**config.mk**
```make
export PLATFORM = sky130hd
export DESIGN_NAME = dmem_mmio
export DESIGN_NICKNAME = d
export VERILOG_FILES = /design/src/rtl/mips_mmio_pkg.sv /design/src/rtl/sync_fifo.sv /design/src/rtl/dmem_mmio.sv
export SDC_FILE = /design/constraint.sdc
export NUM_CORES = 2
export LEC_CHECK = 0
export BUFFER_PORTS_ARGS = -buffer_cell sky130_fd_sc_hd__buf_2
export CAP_MARGIN = 20
export CORE_UTILIZATION = 35
export CTS_CLUSTER_DIAMETER = 40
export DETAILED_ROUTE_END_ITERATION = 7
export GPL_TIMING_DRIVEN = 1
export SKIP_LAST_GASP = 1
export SLEW_MARGIN = 15
export SYNTH_ARGS = -nofsm -noshare
export SYNTH_HDL_FRONTEND = slang
export SYNTH_HIERARCHICAL = 1
export SYNTH_SLANG_ARGS = --single-unit
```
**constraint.sdc**
```tcl
create_clock -name clk -period 5.12 [get_ports clk]
set_input_delay 1.536 -clock clk [delete_from_list [all_inputs] [get_ports clk]]
set_output_delay 1.536 -clock clk [all_outputs]
set_load 0.03 [all_outputs]
```
**src/rtl/mips_mmio_pkg.sv**
```systemverilog
// mips_mmio_pkg: shared address map, STATUS bit positions and region decode for the data-side responder.
package mips_mmio_pkg;
   localparam logic [31:0] MMIO_TXDATA = 32'hFFFF_0000;
   localparam logic [31:0] MMIO_STATUS = 32'hFFFF_0004;
   localparam logic [31:0] MMIO_CYCLE  = 32'hFFFF_0008;
   localparam int ST_EMPTY = 0;
   localparam int ST_FULL  = 1;
   localparam int ST_OVF   = 2;
   localparam int ST_COUNT = 8;
   typedef enum logic [2:0] {REG_RAM, REG_TXDATA, REG_STATUS, REG_CYCLE, REG_NONE} region_e;
   // Word-granular match: addr[1:0] never takes part in the decode.
   function automatic region_e decode(input logic [31:0] addr, input logic [31:0] ram_bytes);
      return (addr < ram_bytes)                ? REG_RAM    :
             (addr[31:2] == MMIO_TXDATA[31:2]) ? REG_TXDATA :
             (addr[31:2] == MMIO_STATUS[31:2]) ? REG_STATUS :
             (addr[31:2] == MMIO_CYCLE[31:2])  ? REG_CYCLE  : REG_NONE;
   endfunction
endpackage

```
**src/rtl/sync_fifo.sv**
```systemverilog
// sync_fifo: single-clock FIFO with a separate occupancy count; a full FIFO accepts push and pop together.
module sync_fifo #(
   parameter int WIDTH = 8,
   parameter int DEPTH = 8
) (
   input  logic                     clk,
   input  logic                     reset,
   input  logic                     push,
   input  logic                     pop,
   input  logic [WIDTH-1:0]         din,
   output logic [WIDTH-1:0]         dout,
   output logic                     empty,
   output logic                     full,
   output logic [$clog2(DEPTH):0]   count
);
   localparam int PW = $clog2(DEPTH);
   localparam int CW = PW + 1;
   logic [PW-1:0]    wr_q, wr_d, rd_q, rd_d;
   logic [CW-1:0]    cnt_q, cnt_d;
   logic [WIDTH-1:0] mem_q [DEPTH];
   logic             do_push, do_pop;
   always_comb begin
      empty   = cnt_q == '0;
      full    = cnt_q == CW'(DEPTH);
      do_pop  = pop && !empty;
      do_push = push && (!full || do_pop);
      wr_d    = do_push ? wr_q + PW'(1) : wr_q;
      rd_d    = do_pop ? rd_q + PW'(1) : rd_q;
      cnt_d   = cnt_q + CW'(do_push) - CW'(do_pop);
      count   = cnt_q;
      dout    = empty ? '0 : mem_q[rd_q];
   end
   always_ff @(posedge clk or negedge reset) begin
      if (!reset) begin
         wr_q  <= '0;
         rd_q  <= '0;
         cnt_q <= '0;
      end else begin
         wr_q  <= wr_d;
         rd_q  <= rd_d;
         cnt_q <= cnt_d;
      end
   end
   always_ff @(posedge clk) begin
      if (do_push) mem_q[wr_q] <= din;
   end
endmodule

```
**src/rtl/dmem_mmio.sv**
```systemverilog
// dmem_mmio: data RAM plus MMIO window (transmit FIFO, STATUS, free-running CYCLE counter) for the single-cycle core.
module dmem_mmio
   import mips_mmio_pkg::*;
#(
   parameter int RAM_WORDS  = 64,
   parameter int FIFO_DEPTH = 8
) (
   input  logic        clk,
   input  logic        reset,
   input  logic        memwrite,
   input  logic [31:0] addr,
   input  logic [31:0] writedata,
   output logic [31:0] readdata,
   output logic [7:0]  tx_data,
   output logic        tx_valid,
   input  logic        tx_ready
);
   localparam int AW = $clog2(RAM_WORDS);
   localparam int CW = $clog2(FIFO_DEPTH) + 1;
   region_e     region;
   logic [31:0] ram_q [RAM_WORDS];
   logic [31:0] cyc_q, cyc_d, status;
   logic        ovf_q, ovf_d;
   logic        push, pop, empty, full;
   logic [CW-1:0] count;
   sync_fifo #(.WIDTH(8), .DEPTH(FIFO_DEPTH)) u_fifo (
      .clk(clk), .reset(reset), .push(push), .pop(pop), .din(writedata[7:0]),
      .dout(tx_data), .empty(empty), .full(full), .count(count)
   );
   always_comb begin
      region   = decode(addr, 32'(RAM_WORDS * 4));
      push     = memwrite && region == REG_TXDATA;
      tx_valid = !empty;
      pop      = tx_valid && tx_ready;
      // A dropped push beats a same-cycle clear so no overflow event is lost.
      ovf_d    = (push && full && !pop) ? 1'b1 :
                 (memwrite && region == REG_STATUS && writedata[ST_OVF]) ? 1'b0 : ovf_q;
      cyc_d    = (memwrite && region == REG_CYCLE) ? writedata : cyc_q + 32'd1;
      status   = '0;
      status[ST_EMPTY] = empty;
      status[ST_FULL]  = full;
      status[ST_OVF]   = ovf_q;
      status[ST_COUNT +: 8] = 8'(count);
      readdata = (region == REG_RAM)    ? ram_q[addr[AW+1:2]] :
                 (region == REG_STATUS) ? status :
                 (region == REG_CYCLE)  ? cyc_q : '0;
   end
   always_ff @(posedge clk or negedge reset) begin
      if (!reset) begin
         ovf_q <= 1'b0;
         cyc_q <= '0;
      end else begin
         ovf_q <= ovf_d;
         cyc_q <= cyc_d;
      end
   end
   always_ff @(posedge clk) begin
      if (memwrite && region == REG_RAM) ram_q[addr[AW+1:2]] <= writedata;
   end
endmodule

```
* Word-level counts from Yosys, hierarchy flattened
Memory sizes are Yosys's and may differ from the RTL's.
Cells that the tools add are included.
** Storage, ports and cells
- Bits in registers :: 43
- Output and inout port bits :: 41
- Bits of input ports :: 68
- Memories kept :: 2
- Memory bits (writable) :: 2112
** Operators by class
- Eq/ne operators :: 7
- Multiplexer cells :: 15
- Reduce and logical (&&, ||, !) cells :: 17
- Magnitude comparators :: 1
- Add/subtract/negate cells :: 5
** Memory list
- ram_q :: words 64, width 32, rd ports 1, clocked after Yosys merged registers in 0, wr ports 1, line dmem_mmio.sv:21 : logic [31:0] ram_q [RAM_WORDS];
- u_fifo.mem_q :: words 8, width 8, rd ports 1, clocked after Yosys merged registers in 0, wr ports 1, line sync_fifo.sv:20 : logic [WIDTH-1:0] mem_q [DEPTH];
** Operators by type and width (count)
- $mux W32 :: 4
- $eq A30 B30 Y1 const B :: 3
- $add A32 B1 Y32 const B :: 1
- $lt A32 B9 Y1 const B :: 1
- $mux W3 :: 4
- $logic_and A1 B1 Y1 :: 10
- $mux W8 :: 1
- $add A3 B1 Y3 const B :: 2
- $eq A3 B2 Y1 const B :: 2
- $mux W1 :: 6
- $add A4 B1 Y4 :: 1
- $eq A4 B4 Y1 const B :: 1
- $logic_not A4 Y1 :: 1
- $sub A4 B1 Y4 :: 1
- $eq A3 B1 Y1 const B :: 1
- $logic_not A1 Y1 :: 3
- $logic_not A3 Y1 :: 1
- $reduce_bool A2 Y1 :: 1
- $logic_or A1 B1 Y1 :: 1

* Logic depth before layout (Yosys ltp)
- Depth after elaboration :: 10
- Mapped depth :: 12
- Gate-level depth less buffers :: 10

* Hierarchy
Netlist, hierarchy kept.
** By module, submodules not included
- dmem_mmio :: area an instance 81002.7 um^2, seq. area each 62324.8 um^2, times used 1, cells each 4414
- sync_fifo :: area an instance 3118.0 um^2, seq. area each 2172.1 um^2, times used 1, cells each 189

* Least setup slack after synthesis
Ideal clock, no wire load.
- Path kind :: in2out
- Start :: input addr[2]
- End :: output readdata[18]
- Slack :: -74 ps
- Arrival :: 3658 ps
- Path buffers :: 4
- Cell stages on the path :: 11
- Required time :: 3584 ps
- Path through :: buf_6 -> buf_6 -> nor2_1 -> buf_2 -> buf_1 -> a22oi_1 -> o22ai_1 -> o21ai_0 -> o21ai_0 -> nor3_1 -> o21ai_0
** On the way
- Longest elaborated chain between the ends :: 9
** RTL lines
- start: declaration :: line dmem_mmio.sv:11 : input logic [31:0] addr,
- branches (longest 8 deep; another with $lt A32 B9 Y1)
- $mux W32 (*) :: line dmem_mmio.sv:44 : readdata = (region == REG_RAM) ? ram_q[addr[AW+1:2]] :
- end: declaration :: line dmem_mmio.sv:13 : output logic [31:0] readdata,
Mark *: on every way between the ends.

* Final worst setup path
- Start :: input addr[4]
- End :: output readdata[29]
The elaborated chain is that of the path after synthesis.

==> impl_metrics.env <==
export IMPL_fp_dieW_um=492
export IMPL_nNetsFinal=5787
export IMPL_initial_core_util=0.353
export IMPL_synthCells=4603
export IMPL_path_clk_slew_ns=0.05
export IMPL_drv_slew=0
export IMPL_mostFrequentLayoutCells="edfxtp_1 (2112), buf_4 (721), clkbuf_16 (305)"
export IMPL_cellLeakagePower_nw=37.1
export IMPL_grt_pass1_wl_um=426000
export IMPL_clock_skew_ns=0.0257
export IMPL_ys_ff_latch=2155
export IMPL_grt_overflow=0
export IMPL_via_count=53900
export IMPL_ys_types=79
export IMPL_crit_path_max_incr_delay_ns=0.48
export IMPL_cts_max_level=5
export IMPL_finalWorstSetupSlack_ns=-0.845
export IMPL_async_flop_share=0.0200
export IMPL_crit_chain="buf_16, buf_12, buf_12, buf_6, mux2_2, a221oi_2, o22ai_1, buf_4, nand2_1, nand4_1, buf_4, a22o_1, buf_6"
export IMPL_clock_latency_ns=0.91
export IMPL_mostFrequentLayoutCell="edfxtp_1"
export IMPL_vias_per_cell=5.93
export IMPL_ant_nets=0
export IMPL_place_congestion=0.940
export IMPL_fin_area_sq_um=110000
export IMPL_total_power_mw=42.8
export IMPL_n_fill_cell=20000
export IMPL_worstSetupPathType="input port to output port"
export IMPL_endpoint_kind="output port"
export IMPL_relSlewSlack=0.171
export IMPL_worst_slew_pin_slew_ns=1.24
export IMPL_violations="DRC, setup timing"
export IMPL_dieArea_sq_um=242000
export IMPL_core_area_sq_um=238000
export IMPL_hold_viol=0
export IMPL_grt_usage=0.255
export IMPL_drive_above_1_share=0.370
export IMPL_ys_flop_type="edfxtp_1"
export IMPL_cts_made_buffers=292
export IMPL_ioPinCount=109
export IMPL_cts_sinks=2155
export IMPL_dp_hpwl_um=200000
export IMPL_min_period_ns=5.97
export IMPL_avgSynthCellArea_sq_um=18.3
export IMPL_antenna_found_initial=25
export IMPL_synth_area_leaders="edfxtp_1 (75%), mux4_2 (4.1%), mux2i_1 (3.4%)"
export IMPL_syn_area_sq_um=84100
export IMPL_dieHeight_um=492
export IMPL_yosys_warnings=6
export IMPL_start_kind="input port"
export IMPL_cts_root_buf="clkbuf_16"
export IMPL_setup_viol=32
export IMPL_rsz0062_at_grt="yes"
export IMPL_irDropWorstVdd_mv=0.376
export IMPL_synth_top_cell_area_share=0.754
export IMPL_post_route_period_util=1.17
export IMPL_ys_seq_area_frac=0.767
export IMPL_cts_tree="yes"
export IMPL_max_freq_ghz=0.168
export IMPL_wl_per_cell_um=34.6
export IMPL_grt_pass1_vias=51800
export IMPL_wl_um=315000
export IMPL_slowest_stage="nand4_1"
export IMPL_rows=179
export IMPL_hp_class="input port to async pin"
export IMPL_maxCapViolations=0
export IMPL_cp_required_ns=3.58
export IMPL_outcome="finished, violations left"
export IMPL_cts_buffer_depth=4
export IMPL_grt_max_degree=74
export IMPL_areaGrowthSynthToFinish_pct=30.2
export IMPL_placed_cell_area_sq_um=95700
export IMPL_yosysTopAreaCell="edfxtp_1"
export IMPL_cp_data_arrival_time_ns=4.43
export IMPL_synth_edff_count=2112
export IMPL_syn_nets=4680
export IMPL_drc_errors=48
export IMPL_power_density_nw_per_um2=391
export IMPL_drt_iter0_drc=8848
export IMPL_cp_max_fo=7
export IMPL_port_buffers=106
export IMPL_dr_pass1_iters=8
[metal layers]
layer	vias to the layer above	global-route usage	wire, um
li1	21300	-	-
met2	4012	0.376	139000
met1	27800	0.337	116000
met4	18	0.132	17100
met5	-	0	102
met3	792	0.0783	43100
[final cells by class]
cell class                      instances  area (sq um)  area share
Sequential cell                      2155         64500       0.589
Multi-Input combinational cell       2132         20400       0.186
Timing Repair Buffer                 1115         11300       0.103
Clock buffer                          357          7800      0.0712
Tap cell                             3167          3960      0.0362
Clock inverter                        147          1560      0.0142
Inverter                               14          66.3    0.000605
Antenna cell                            8          20.0    0.000183
[through the flow]
| step | std cells | TNS, ns | utilization | setup WS [ns] | hold slack (ns) |
|---|---|---|---|---|---|
| 2_1_floorplan | 4603 | 0 | - | 0.00369 | 0.467 |
| 3_3_place_gp | 8435 | -28.51 | 0.402 | -1.36 | 0.492 |
| 3_5_place_dp | 8435 | -28.62 | 0.402 | -1.35 | 0.518 |
| 4_1_cts | 9014 | -17.90 | 0.452 | -0.700 | 0.532 |
| 5_1_grt | 9089 | -18.81 | 0.460 | -0.803 | 0.529 |
| 6_report | 9095 | -17.77 | 0.460 | -0.845 | 0.532 |
[where the power goes]
part	internal [mW]	total (mW)	leakage [nW]	switching [mW]
clock	12.1	19.7	4.52	7.65
combinational	1.42	3.61	13.1	2.20
sequential	19.4	19.5	19.5	0.0754
total	32.9	42.8	37.1	9.92
[registers in the layout, summed over array words and instances, names as in the netlist]
register and count:
u_fifo/rd_q 3, u_fifo/mem_q 64, ovf_q 1, u_fifo/wr_q 3
ram_q 2048, u_fifo/count 4, cyc_q 32
[cells by family after synthesis]
| family | Yosys count | share of synthesized area |
|---|---|---|
| AO/OA/AOI/OAI | 985 | 0.0841 |
| XOR/XNOR | 36 | 0.00375 |
| adder cells (fa/ha/maj) | 9 | 0.00143 |
| buffers and inverters | 316 | 0.0207 |
| flip-flops | 2155 | 0.767 |
| multiplexers | 589 | 0.0955 |
| AND/OR/NAND/NOR | 513 | 0.0278 |
[critical path, delay by kind of cell]
kind | cells | cell delay [ns]
simple gates | 2 | 0.63
mux | 1 | 0.38
compound gates | 3 | 0.63
buf+inv | 7 | 1.21
[Yosys cell counts (5+ instances only)]
library cell and count:
nand4_1 20, buf_6 28, ha_1 8, a211oi_1 21, o21ai_0 113, buf_4 56
o2bb2ai_1 7, nand3_1 45, a311oi_1 5, a22oi_1 115, nor3_1 24, o22ai_1 101
o211ai_1 7, inv_1 13, nor2_1 237, a22o_1 92, clkbuf_1 89, buf_1 21
mux4_2 154, dfrtp_1 43, nand2b_1 7, mux2_2 145, edfxtp_1 2112, xnor2_1 17
a31oi_1 25, mux2_4 5, nor2b_1 12, a32oi_1 12, a21oi_1 191, xor2_1 19
nand3b_1 5, nor4_1 15, a221oi_1 198, o22a_1 14, a222oi_1 16, mux2i_1 282
and3_1 14, buf_2 107, a221o_1 28, nand2_1 97, nor3b_1 5, and2_1 8
[what timing repair did]
action                     4_1_cts  5_1_grt
setup buffers                   73       89
pin swaps                       93      143
gates cloned                     8        2
setup endpoints to repair       32       32
hold buffers                     0        0
gates resized for setup        374      285
[path summary, 6_finish.rpt]
kind	end	from	cells past startpoint	slack [ns]
max	readdata[29]	addr[4]	13	-0.85
min	u_fifo/rd_q[0]	reset	1	0.53
max reg2reg	u_fifo/count[3]	u_fifo/count[2]	11	2.26
min reg2reg	ovf_q	ovf_q	1	0.54
max in group asynchronous	cyc_q[27]	reset	2	4.08
min in group clk	ovf_q	ovf_q	1	0.54
Power figures use the tool's default switching activity.
